[src/rtl/nb_cid_scan.sv]
// rtl/nb_cid_scan.sv - multi-fold neighbour cell ID scanner with a valid/ready result stream
// One source cell ID is evaluated against every home fold; one beat per fold is streamed out.
module nb_cid_scan #(
  parameter int NUM_FOLDS = 2,
  parameter int GCID_W    = 3,
  parameter int CID_W     = 2,
  parameter int X_GDIM    = 4,
  parameter int Y_GDIM    = 4,
  parameter int Z_GDIM    = 4,
  parameter int GCELL_X [NUM_FOLDS] = '{0, 1},
  parameter int GCELL_Y [NUM_FOLDS] = '{0, 1},
  parameter int GCELL_Z [NUM_FOLDS] = '{0, 1},
  parameter bit SKIP_MISS = 1'b1,
  localparam int FOLD_W = (NUM_FOLDS > 1) ? $clog2(NUM_FOLDS) : 1
) (
  input  logic              clk,
  input  logic              rst,
  input  logic              i_src_valid,
  output logic              o_src_ready,
  input  logic [GCID_W-1:0] i_src_gcid_x,
  input  logic [GCID_W-1:0] i_src_gcid_y,
  input  logic [GCID_W-1:0] i_src_gcid_z,
  output logic              o_nb_valid,
  input  logic              i_nb_ready,
  output logic [CID_W-1:0]  o_nb_cid_x,
  output logic [CID_W-1:0]  o_nb_cid_y,
  output logic [CID_W-1:0]  o_nb_cid_z,
  output logic [FOLD_W-1:0] o_nb_fold_id,
  output logic              o_nb_hit,
  output logic              o_nb_last,
  output logic              o_busy
);

  typedef enum logic [1:0] {IDLE, EVAL, EMIT} state_t;

  state_t               state, state_n;
  logic [GCID_W-1:0]    src_x, src_y, src_z;
  logic [NUM_FOLDS-1:0] mask, hit_c;
  logic [CID_W-1:0]     cid_x [NUM_FOLDS];
  logic [CID_W-1:0]     cid_y [NUM_FOLDS];
  logic [CID_W-1:0]     cid_z [NUM_FOLDS];
  logic [CID_W-1:0]     cx_c  [NUM_FOLDS];
  logic [CID_W-1:0]     cy_c  [NUM_FOLDS];
  logic [CID_W-1:0]     cz_c  [NUM_FOLDS];
  logic [FOLD_W-1:0]    ptr, ptr_n;
  logic                 nb_last;
  logic                 emit;
  logic                 beat_hit;

  // Returns {hit, cid}. The +1 test precedes the -1 test so a 2-cell ring reports +1.
  function automatic logic [CID_W:0] dim_cid(input logic [GCID_W-1:0] src, input int home,
                                             input int gdim);
    int d;
    d = int'(src);
    dim_cid = '0;
    if (d < gdim) begin
      d = d - home;
      if (d < 0) d = d + gdim;
      if (d == 0)             dim_cid = {1'b1, CID_W'(1)};
      else if (d == 1)        dim_cid = {1'b1, CID_W'(2)};
      else if (d == gdim - 1) dim_cid = {1'b1, CID_W'(0)};
    end
  endfunction

  function automatic logic [FOLD_W-1:0] first_set(input logic [NUM_FOLDS-1:0] m, input int from);
    first_set = '0;
    for (int i = NUM_FOLDS - 1; i >= 0; i--)
      if (i >= from && m[i]) first_set = FOLD_W'(i);
  endfunction

  function automatic logic any_set(input logic [NUM_FOLDS-1:0] m, input int from);
    any_set = 1'b0;
    for (int i = 0; i < NUM_FOLDS; i++)
      if (i >= from && m[i]) any_set = 1'b1;
  endfunction

  for (genvar f = 0; f < NUM_FOLDS; f++) begin : g_fold
    logic [CID_W:0] rx, ry, rz;
    assign rx       = dim_cid(src_x, GCELL_X[f], X_GDIM);
    assign ry       = dim_cid(src_y, GCELL_Y[f], Y_GDIM);
    assign rz       = dim_cid(src_z, GCELL_Z[f], Z_GDIM);
    assign hit_c[f] = rx[CID_W] & ry[CID_W] & rz[CID_W];
    assign cx_c[f]  = rx[CID_W-1:0];
    assign cy_c[f]  = ry[CID_W-1:0];
    assign cz_c[f]  = rz[CID_W-1:0];

    always_ff @(posedge clk) begin
      if (!rst)
        assert (GCELL_X[f] < X_GDIM && GCELL_Y[f] < Y_GDIM && GCELL_Z[f] < Z_GDIM)
          else $error("fold %0d home cell outside grid", f);
    end
  end

  always_comb begin
    state_n = state;
    ptr_n   = ptr;
    nb_last = SKIP_MISS ? !any_set(mask, int'(ptr) + 1) : (ptr == FOLD_W'(NUM_FOLDS - 1));
    case (state)
      IDLE: if (i_src_valid) state_n = EVAL;
      EVAL: begin
        state_n = EMIT;
        ptr_n   = SKIP_MISS ? first_set(hit_c, 0) : '0;
      end
      EMIT: if (i_nb_ready) begin
        if (nb_last) begin
          state_n = IDLE;
          ptr_n   = '0;
        end else begin
          ptr_n = SKIP_MISS ? first_set(mask, int'(ptr) + 1) : ptr + FOLD_W'(1);
        end
      end
      default: state_n = IDLE;
    endcase
  end

  always_ff @(posedge clk) begin
    if (rst) begin
      state <= IDLE;
      ptr   <= '0;
      mask  <= '0;
      src_x <= '0;
      src_y <= '0;
      src_z <= '0;
      for (int f = 0; f < NUM_FOLDS; f++) begin
        cid_x[f] <= '0;
        cid_y[f] <= '0;
        cid_z[f] <= '0;
      end
    end else begin
      state <= state_n;
      ptr   <= ptr_n;
      if (state == IDLE && i_src_valid) begin
        src_x <= i_src_gcid_x;
        src_y <= i_src_gcid_y;
        src_z <= i_src_gcid_z;
      end
      if (state == EVAL) begin
        mask <= hit_c;
        for (int f = 0; f < NUM_FOLDS; f++) begin
          cid_x[f] <= cx_c[f];
          cid_y[f] <= cy_c[f];
          cid_z[f] <= cz_c[f];
        end
      end
    end
  end

  // Beat fields come straight from registers indexed by ptr, so they hold under backpressure.
  assign emit         = (state == EMIT);
  assign beat_hit     = emit & mask[ptr];
  assign o_src_ready  = (state == IDLE) & ~rst;
  assign o_busy       = (state != IDLE);
  assign o_nb_valid   = emit;
  assign o_nb_fold_id = emit ? ptr : '0;
  assign o_nb_hit     = beat_hit;
  assign o_nb_last    = emit & nb_last;
  assign o_nb_cid_x   = beat_hit ? cid_x[ptr] : '0;
  assign o_nb_cid_y   = beat_hit ? cid_y[ptr] : '0;
  assign o_nb_cid_z   = beat_hit ? cid_z[ptr] : '0;

  a_valid_hold: assert property (@(posedge clk) disable iff (rst)
    (o_nb_valid && !i_nb_ready) |=> o_nb_valid);
  a_beat_stable: assert property (@(posedge clk) disable iff (rst)
    (o_nb_valid && !i_nb_ready) |=>
      $stable({o_nb_fold_id, o_nb_cid_x, o_nb_cid_y, o_nb_cid_z, o_nb_hit, o_nb_last}));

endmodule

[config.mk]
export PLATFORM = sky130hd
export DESIGN_NAME = nb_cid_scan
export DESIGN_NICKNAME = d
export VERILOG_FILES = /design/src/rtl/nb_cid_scan.sv
export SDC_FILE = /design/constraint.sdc
export NUM_CORES = 1
export LEC_CHECK = 0
export ABC_AREA = 1
export ABC_CLOCK_PERIOD_IN_PS = 4200
export CORE_AREA = 2 2 71 73
export CTS_CLUSTER_DIAMETER = 120
export DETAILED_ROUTE_END_ITERATION = 8
export DIE_AREA = 0 0 73 75
export PLACE_DENSITY = 0.47
export SLEW_MARGIN = 10
export SYNTH_ARGS = -nofsm -noshare
export SYNTH_HDL_FRONTEND = slang
export SYNTH_SLANG_ARGS = --single-unit
[constraint.sdc]
create_clock -name clk -period 4.2 [get_ports clk]
set_clock_uncertainty 0.15 [all_clocks]
set_input_delay 0.84 -clock clk [delete_from_list [all_inputs] [get_ports clk]]
set_output_delay 0.84 -clock clk [all_outputs]
set_load 0.05 [all_outputs]
==> out/summary.txt, run 1 <==
Status: finished clean
Post-Synthesis Cell Area: 1355 um2
Port Buffers: 24
Net count, final: 214
Total CTS buffers: 3
Maximum vdd drop: 0.1185 mV
Pwr dens: 337.4 nW/um2
Pre-CTS WS: 868.0 ps
Clock sink count: 27
Crit path cell chain: clkdlybuf4s50_1 > nor2_1 > clkdlybuf4s50_1
Fin util: 36.30%
Netlist cell types: 24
CP Data Required Time: 3210 ps
Root Buffer: clkbuf_8
Sw Pwr: 164.9 uW
Post-DR wirelength/cell: 9.920 um
Sw frac: 28.89%
Global-route wire length before repair: 4526 um
Routed wire length: 2490 um
Die span in x: 73 um
Post-Route Setup TNS: 0 ps
Max stage delay on crit path: 810 ps
Actual slew at the worst max-slew pin: 499.1 ps
Fraction of layout cells with a size suffix above 1: 6.599%
Max-cap violations: 0
Post-CTS Setup Inserts: 0
Fin crit period: 3341 ps
Via count: 1093
WP data arrival: 2350 ps
Ant diodes: 0
Overall Global Routing Usage: 10.43%
Clk slew on worst S/H paths: 80 ps
CTS Buffer Depth: 2
Critical path endpoint category: primary output
Final Hold Fails: 0
Drt initial violations: 16
Part of the power in registers: 53.5%
Cts hold-fix bufs: 0
FF+latch count, synth: 27
Critical path's slowest cell: clkdlybuf4s50_1
Top Family by Delay on Critical Path: buffers and inverters
Row count: 25
H-tree depth: 1
Via/cell ratio: 4.355
Cells after Synth: 171
Crit share post-route: 79.55%
Peak Freq: 299.3 MHz
I/O pin cnt: 25
Initial antenna violation count: 0
Internal Power: 405.9 uW
CORE AREA: 4661 um2
Routed Antenna Nets: 0
Buf/Inv on CP: 2
CTS tree: yes
Synth Net Count: 187
HP Class: reg2reg
Post-synthesis sequential area ratio: 48.75%
Critical Path Most Common Cell: clkdlybuf4s50_1
Final routed DRC violation total: 0
Leakage power: 0.0007012 uW
Max-slew headroom: 66.62%
Setup CP Type: in2out
Synth warn: 0
Placed wire-length estimate: 2049 um
Largest net degree at the start of global routing: 19
PostCTS Resize Cnt: 0
Clk Latency, worst-skew pair: 270 ps
Worst hold slack: 328.4 ps
Vias in the first global route: 1031
Worst setup margin: 858.7 ps
Syn Area/Cell: 7.924 um2
Setup violations, final: 0
Final count of pins violating max slew: 0
Gpl congestion: 0.7615
CP startpoint kind: input port
RSZ-0062 raised after global routing: no
Total die area: 5475 um2
Die height: 75 um
Logic pwr share: 21.8%
Final global-route overflow total: 0
Area Growth Syn to Fin: 24.84%
DR pass1 iterations: 4
Clock power share: 24.7%
Starting Density: 29.07%
CP max FO: 4
-- cells by family after synthesis --
logic type      Yosys count  share of synthesized area (%)
fa+ha+maj                 3                          2.770
flops                    27                          48.75
simple gates             87                          30.19
compound gates           27                          10.16
buf+inv                  27                          8.125
-- through the flow --
step                instance area (um2)  std cells  power [uW]
detailed placement                 1647        247       437.3
global route                       1692        251       609.2
global placement                   1647        247       433.1
CTS                                1692        251       579.4
finish                             1692        251       570.8
floorplan                          1355        171       400.7
-- final cells by class --
class	instances	area, um2
inverter	25	93.84
tap	54	67.56
timing repair buffer	24	240.2
fill	478	2969
clock buffer	4	45.04
sequential	27	660.6
multi-input combinational	117	584.3
-- registers in the layout, indices dropped and copies added (netlist names), named ones only --
register	cells
mask	2
ptr	1
src_y	3
src_x	3
src_z	3
cid_y	4
cid_x	4
cid_z	4
state	2
-- routing by layer --
| layer | vias to the layer above | GRT usage [%] | share of wire (%) |
|---|---|---|---|
| met2 | 26 | 17.12 | 46 |
| li1 | 597 | - | - |
| met4 | 0 | 5.556 | 2.4 |
| met3 | 5 | 0.8032 | 3.0 |
| met5 | - | 0 | 0 |
| met1 | 465 | 13.78 | 49 |
-- power groups by stage --
stage	Combinational (uW)	Clock [uW]	Sequential, uW
6_report	125	141	305
5_1_grt	145	156	308
4_1_cts	126	148	306
3_5_place_dp	126	0	312
3_3_place_gp	122	0	311
2_1_floorplan	92.0	0	309
-- worst register-to-register path: stages (launching register included) --
cell,delay [ps]
dfxtp_1,350
nor2_1,140
nand2_1,90
inv_1,80
nor2_1,40
ha_1,290
nand2_1,60
nor2_1,110
nand3_1,90
nor2_1,140
nand2_1,80
a21oi_1,150
-- path summary, 6_finish.rpt --
check	slack [ps]	cells past startpoint	start	to
hold / removal	330	2	mask[0]	mask[0]
setup / recovery	860	3	rst	o_src_ready
setup reg to reg	2360	11	src_y[1]	flip-flop
hold reg to reg	330	2	mask[0]	mask[0]
-- placed cells by master (no fill, tap or decap) --
cell             count
a21oi_1             15
and2_1               1
clkbuf_1             1
clkbuf_8             3
clkdlybuf4s50_1     24
dfxtp_1             15
edfxtp_1            12
ha_1                 3
inv_1               23
inv_2                2
nand2_1             36
nand2_2              1
nand2_4              2
nand3_1              5
nand4_1              1
nor2_1              31
nor2_4               1
nor2_8               1
nor3_1               3
nor3_2               1
nor3_4               1
nor4_1               2
o211ai_1             1
o21ai_0             11
or2_2                1
-- Yosys cell counts --
master    count  area [um2]
inv_1        23       86.33
nor3_2        1       10.01
o211ai_1      1       7.510
nand2_4       2       22.52
nand2_1      36       135.1
a21oi_1      15       75.07
nor3_1        3       15.01
buf_2         1       5.000
nor2_1       31       116.4
nor2_4        1       11.26
nand2_2       1       6.260
nand4_1       1       6.260
nor4_1        2       12.51
nor2_8        1       20.02
inv_2         2       7.510
ha_1          3       37.54
nor3_4        1       16.27
o21ai_0      11       55.05
and2_1        1       6.260
dfxtp_1      15       300.3
nand3_1       5       25.02
or2_2         1       6.260
buf_6         1       11.26
edfxtp_1     12       360.4
Power figures use the tool's default switching activity.
==> run 2, diff against run 1 <==
--- a/config.mk
+++ b/config.mk
@@ -6,12 +6,12 @@
 export NUM_CORES = 1
 export LEC_CHECK = 0
 export ABC_AREA = 1
-export ABC_CLOCK_PERIOD_IN_PS = 4200
+export ABC_CLOCK_PERIOD_IN_PS = 3000
 export CORE_AREA = 2 2 71 73
 export CTS_CLUSTER_DIAMETER = 120
 export DETAILED_ROUTE_END_ITERATION = 8
 export DIE_AREA = 0 0 73 75
-export PLACE_DENSITY = 0.47
+export PLACE_DENSITY = 0.49
 export SLEW_MARGIN = 10
 export SYNTH_ARGS = -nofsm -noshare
 export SYNTH_HDL_FRONTEND = slang
==> constraint.sdc (replaced) <==
create_clock -name clk -period 3 [get_ports clk]
set_clock_uncertainty 0.15 [all_clocks]
set_input_delay 0.6 -clock clk [delete_from_list [all_inputs] [get_ports clk]]
set_output_delay 0.6 -clock clk [all_outputs]
set_load 0.05 [all_outputs]
==> run 2 against run 1 <==
Effect of this change: non-clock buffer count up 1; largest cell class unchanged; largest power group unchanged; setup slack worse by 690 ps; utilization up 0.32 points; critical endpoint is now o_nb_cid_x[1]; highest routed layer unchanged; combinational power up 43%; critical path type is now reg2out.
==> out/summary.txt, run 2 (synthesis results as in run 1) <==
Status: finished clean
Post-DR wirelength/cell: 9.893 um (-0.28%)
R2R Path End: ptr
CORE AREA: 4661 um2 (unchanged)
Net count, final: 215 (+0.47%)
Largest net degree at the start of global routing: 19 (unchanged)
Worst setup margin: 168.3 ps (-690.5 ps)
Critical path endpoint category: primary output
Max-cap violations: 0 (unchanged)
Post-CTS Setup Inserts: 0 (unchanged)
Pwr Total: 805.7 uW (+41%)
Cts hold-fix bufs: 0 (unchanged)
Placed wire-length estimate: 2003 um (-2.2%)
Drt initial violations: 87 (+71)
FF-to-FF Start: src_x[1]
Peak Freq: 353.1 MHz
Overall Global Routing Usage: 10.35% (-0.085 points)
Final count of pins violating max slew: 0 (unchanged)
R2r setup slk: 1140 ps (-1220 ps)
Row count: 25 (unchanged)
Routed Antenna Nets: 0 (unchanged)
PostCTS Resize Cnt: 0 (unchanged)
RSZ-0062 raised after global routing: no
Pwr dens: 472.1 nW/um2 (+40%)
Fin util: 36.62% (+0.32 points)
Total CTS buffers: 3 (unchanged)
Setup violations, final: 0 (unchanged)
Die span in x: 73 um (unchanged)
Most frequent cells in the layout: nand2_1, nor2_1, inv_1, clkdlybuf4s50_1
I/O pin cnt: 25 (unchanged)
CTS tree: yes
Maximum vdd drop: 0.1817 mV (+53%)
Crit share post-route: 94.39%
Fillcell total: 508 (+6.3%)
CP Launch Point: state[1]
WP data arrival: 2080 ps (-270 ps)
Via count: 1075 (-1.6%)
Clock sink count: 27 (unchanged)
Setup CP Type: reg2out
Final routed DRC violation total: 0 (unchanged)
H-tree depth: 1 (unchanged)
Worst Setup EP: o_nb_cid_x[1]
Area Growth Syn to Fin: 25.95%
Gpl congestion: 0.7571 (-0.58%)
Routed wire length: 2493 um (+0.12%)
Largest registers: cid_x: 4 flops, cid_y: 4 flops, cid_z: 4 flops
CTS Buffer Depth: 2 (unchanged)
Actual slew at the worst max-slew pin: 498.4 ps (-0.6533 ps)
Initial antenna violation count: 0 (unchanged)
Commonest non-fill, non-tap cell in the layout: nand2_1
Global-route wire length before repair: 4416 um (-2.4%)
Final global-route overflow total: 0 (unchanged)
Final Hold Fails: 0 (unchanged)
Total die area: 5475 um2 (unchanged)
Die height: 75 um (unchanged)
CP startpoint kind: flip-flop
Clk slew on worst S/H paths: 80 ps (about the same)
Root Buffer: clkbuf_8
Via/cell ratio: 4.266 (-2.0%)
Starting Density: 29.07% (unchanged)
Ant diodes: 0 (unchanged)
Max-slew headroom: 66.72% (+0.093 points)
DR pass1 iterations: 4 (unchanged)
Clk Latency, worst-skew pair: 270 ps (about the same)
Worst hold slack: 340.7 ps (+12.32 ps)
CP Data Required Time: 2250 ps (-960 ps)
HP Class: reg2reg
Fin crit period: 2832 ps
Worst reg-to-reg path cell count: 11 (unchanged)
Pre-CTS WS: 449.4 ps (-418.7 ps)
Leakage power: 0.0007549 uW (+7.7%)
Fraction of layout cells with a size suffix above 1: 9.091% (+2.5 points)
CP max FO: 6 (+2)
Vias in the first global route: 1034 (+0.29%)
Port Buffers: 24 (unchanged)
==> run 2: worst min-delay path by stage <==
stage,start,endpoint,slack [ps],cells after the start
floorplan,mask[0],mask[0],300,2
global placement,mask[0],mask[0],320,2
detailed placement,mask[0],mask[0],320,2
CTS,mask[0],mask[0],330,2
global route,mask[0],mask[0],370,2
finish,mask[0],mask[0],340,2
==> run 2: worst max-delay path: stages (launching register included) <==
cell	delay, ps
dfxtp_1	330
inv_1	90
nor2_4	150
inv_2	70
nor3_2	150
inv_2	90
a21oi_1	120
clkdlybuf4s50_1	810
==> run 2: area by class of cell <==
cell class,instances,area [um2],share of cell area (%)
sequential,27,660.6,38.71
clock buffer,4,45.04,2.639
multi-input combinational,117,584.3,34.24
timing repair buffer,25,255.2,14.96
tap,54,67.56,3.959
inverter,25,93.84,5.499
==> run 2: power by group <==
group / switching (uW) / internal, uW / total (uW)
logic: 113 / 65.9 / 179
registers: 16.9 / 410 / 427
clock network: 104 / 95.0 / 199
==> run 2: stage by stage <==
step	setup TNS (ps)	area (um2)	cells
after floorplan	-1118	1355	171
after global placement	0	1657	248
after detailed placement	0	1657	248
after CTS	0	1702	252
after global routing	0	1707	252
final	0	1707	252
==> run 2: metal layers <==
metal / vias to the layer above / routed length [um] / global-route usage (%)
met5: - / 0 / 0
met4: 0 / 46 / 4.938
met3: 5 / 80 / 1.740
met2: 23 / 1023 / 15.12
met1: 442 / 1342 / 14.87
li1: 605 / - / -
==> run 3, diff against run 2 <==
--- a/config.mk
+++ b/config.mk
@@ -8,6 +8,7 @@
 export ABC_AREA = 1
 export ABC_CLOCK_PERIOD_IN_PS = 3000
 export CORE_AREA = 2 2 71 73
+export CTS_BUF_LIST = sky130_fd_sc_hd__clkbuf_8 sky130_fd_sc_hd__clkbuf_16
 export CTS_CLUSTER_DIAMETER = 120
 export DETAILED_ROUTE_END_ITERATION = 8
 export DIE_AREA = 0 0 73 75
==> run 3 against run 2 <==
Effect of this change: sequential share of layout area did not move; largest cell class unchanged; via count rose by 0.19%; global-route usage did not move; die area did not move; cell count did not move; sequential power barely moved; power fell by 0.31%; first-iteration DRC count fell by 1.1%; hold slack barely moved; design area did not move; critical path type unchanged; fmax barely moved.
==> out/summary.txt, run 3 (synthesis results as in run 1) <==
Status: finished clean
Initial antenna violation count: 0 (unchanged)
Clk Latency, worst-skew pair: 270 ps (about the same)
Final routed DRC violation total: 0 (unchanged)
Via/cell ratio: 4.274 (+0.19%)
Post-CTS Setup Inserts: 0 (unchanged)
Global-route wire length before repair: 4416 um (unchanged)
Row count: 25 (unchanged)
Die span in x: 73 um (unchanged)
R2r setup slk: 1140 ps (about the same)
Largest registers: cid_x: 4 flops, cid_y: 4 flops, cid_z: 4 flops
Net count, final: 215 (unchanged)
RSZ-0062 raised after global routing: no
Actual slew at the worst max-slew pin: 498.4 ps (unchanged)
Starting Density: 29.07% (unchanged)
CP Data Required Time: 2250 ps (about the same)
WP data arrival: 2080 ps (about the same)
HP Class: reg2reg
Port Buffers: 24 (unchanged)
I/O pin cnt: 25 (unchanged)
Total die area: 5475 um2 (unchanged)
Clk slew on worst S/H paths: 80 ps (about the same)
CTS tree: yes
Critical path endpoint category: primary output
Max-cap violations: 0 (unchanged)
Gpl congestion: 0.7571 (unchanged)
Met2 Use GR: 15.12% (unchanged)
Post-DR wirelength/cell: 9.901 um (about the same)
Peak Freq: 353.0 MHz (about the same)
Worst hold slack: 340.9 ps (+0.1780 ps)
Max-slew headroom: 66.72% (unchanged)
CTS Buffer Depth: 2 (unchanged)
H-tree depth: 1 (unchanged)
Met3 Track Usage GR: 1.740% (unchanged)
Post-Route Setup TNS: 0 ps (unchanged)
CORE AREA: 4661 um2 (unchanged)
Drt initial violations: 86 (-1.1%)
CP startpoint kind: flip-flop
Fin crit period: 2833 ps (+1.369 ps)
Root Buffer: clkbuf_8
Routed wire length: 2495 um (about the same)
CP max FO: 6 (unchanged)
Ant diodes: 0 (unchanged)
Worst Hold Depth: 2 (unchanged)
DR pass1 iterations: 4 (unchanged)
Die height: 75 um (unchanged)
Setup CP Type: reg2out
Final count of pins violating max slew: 0 (unchanged)
Commonest non-fill, non-tap cell in the layout: nand2_1
Setup violations, final: 0 (unchanged)
Largest net degree at the start of global routing: 19 (unchanged)
Clock sink count: 27 (unchanged)
GRT busiest layer: met2
Crit share post-route: 94.44% (about the same)
Cts hold-fix bufs: 0 (unchanged)
Final global-route overflow total: 0 (unchanged)
Final Hold Fails: 0 (unchanged)
Overall Global Routing Usage: 10.35% (unchanged)
Placed wire-length estimate: 2003 um (unchanged)
Fraction of layout cells with a size suffix above 1: 9.091% (unchanged)
Leakage power: 0.0007590 uW (+0.55%)
Most frequent cells in the layout: nand2_1, nor2_1, inv_1, clkdlybuf4s50_1
Maximum vdd drop: 0.1799 mV (-1.0%)
Met1 usage: 14.87% (unchanged)
Pwr dens: 470.6 nW/um2 (-0.31%)
Via count: 1077 (+0.19%)
Area Growth Syn to Fin: 25.95% (unchanged)
Vias in the first global route: 1034 (unchanged)
Worst reg-to-reg path cell count: 11 (unchanged)
Total CTS buffers: 3 (unchanged)
Routed Antenna Nets: 0 (unchanged)
-- run 3: cell count changes in the layout (fill, tap and decap cells not counted) --
cell      delta
clkbuf_1     -1
inv_1        +1
-- run 3: final timing paths --
check                                     end     start
worst max register to register            ptr  src_x[1]
worst min-delay path                  mask[0]   mask[0]
worst max-delay path            o_nb_cid_x[1]  state[1]
worst min register to register        mask[0]   mask[0]
-- run 3: repair_timing --
action	CTS	global route
endpoints found under the setup margin	0	2
resized for setup	0	2
endpoints found under the hold margin	0	0
-- run 3: area by class of cell --
| type | instances | area [um2] |
|---|---|---|
| inverters | 25 | 93.84 |
| well taps | 54 | 67.56 |
| clock inverters | 1 | 3.754 |
| flip-flops and latches | 27 | 660.6 |
| repair buffers | 25 | 255.2 |
| multi-input cells | 117 | 584.3 |
| clock buffers | 3 | 41.29 |
| fillers | 508 | 2954 |
-- run 3: metal layers --
metal | vias up | wire [um]
li1 | 606 | -
met2 | 23 | 1023
met4 | 0 | 46
met5 | - | 0
met1 | 443 | 1344
met3 | 5 | 80
-- run 3: stage by stage --
step           area (um2)  power (uW)  std cells  util, %  worst slack [ps]
6_report             1707       803.2        252    36.62             166.9
5_1_grt              1707       857.3        252    36.62             3.106
3_3_place_gp         1657       617.3        248    35.54             465.0
3_5_place_dp         1657       617.2        248    35.54             449.4
4_1_cts              1702       813.7        252    36.51             141.0
2_1_floorplan        1355       561.0        171        -            -186.4
-- run 3: where the power goes --
group          internal [uW]  switching (uW)
Sequential               410            16.9
Combinational           65.9             113
Clock                   91.7             105
-- run 3: worst max-delay path, stage by stage (launching register included) --
cell             delay (ps)
dfxtp_1                 330
inv_1                    90
nor2_4                  150
inv_2                    70
nor3_2                  150
inv_2                    90
a21oi_1                 120
clkdlybuf4s50_1         810
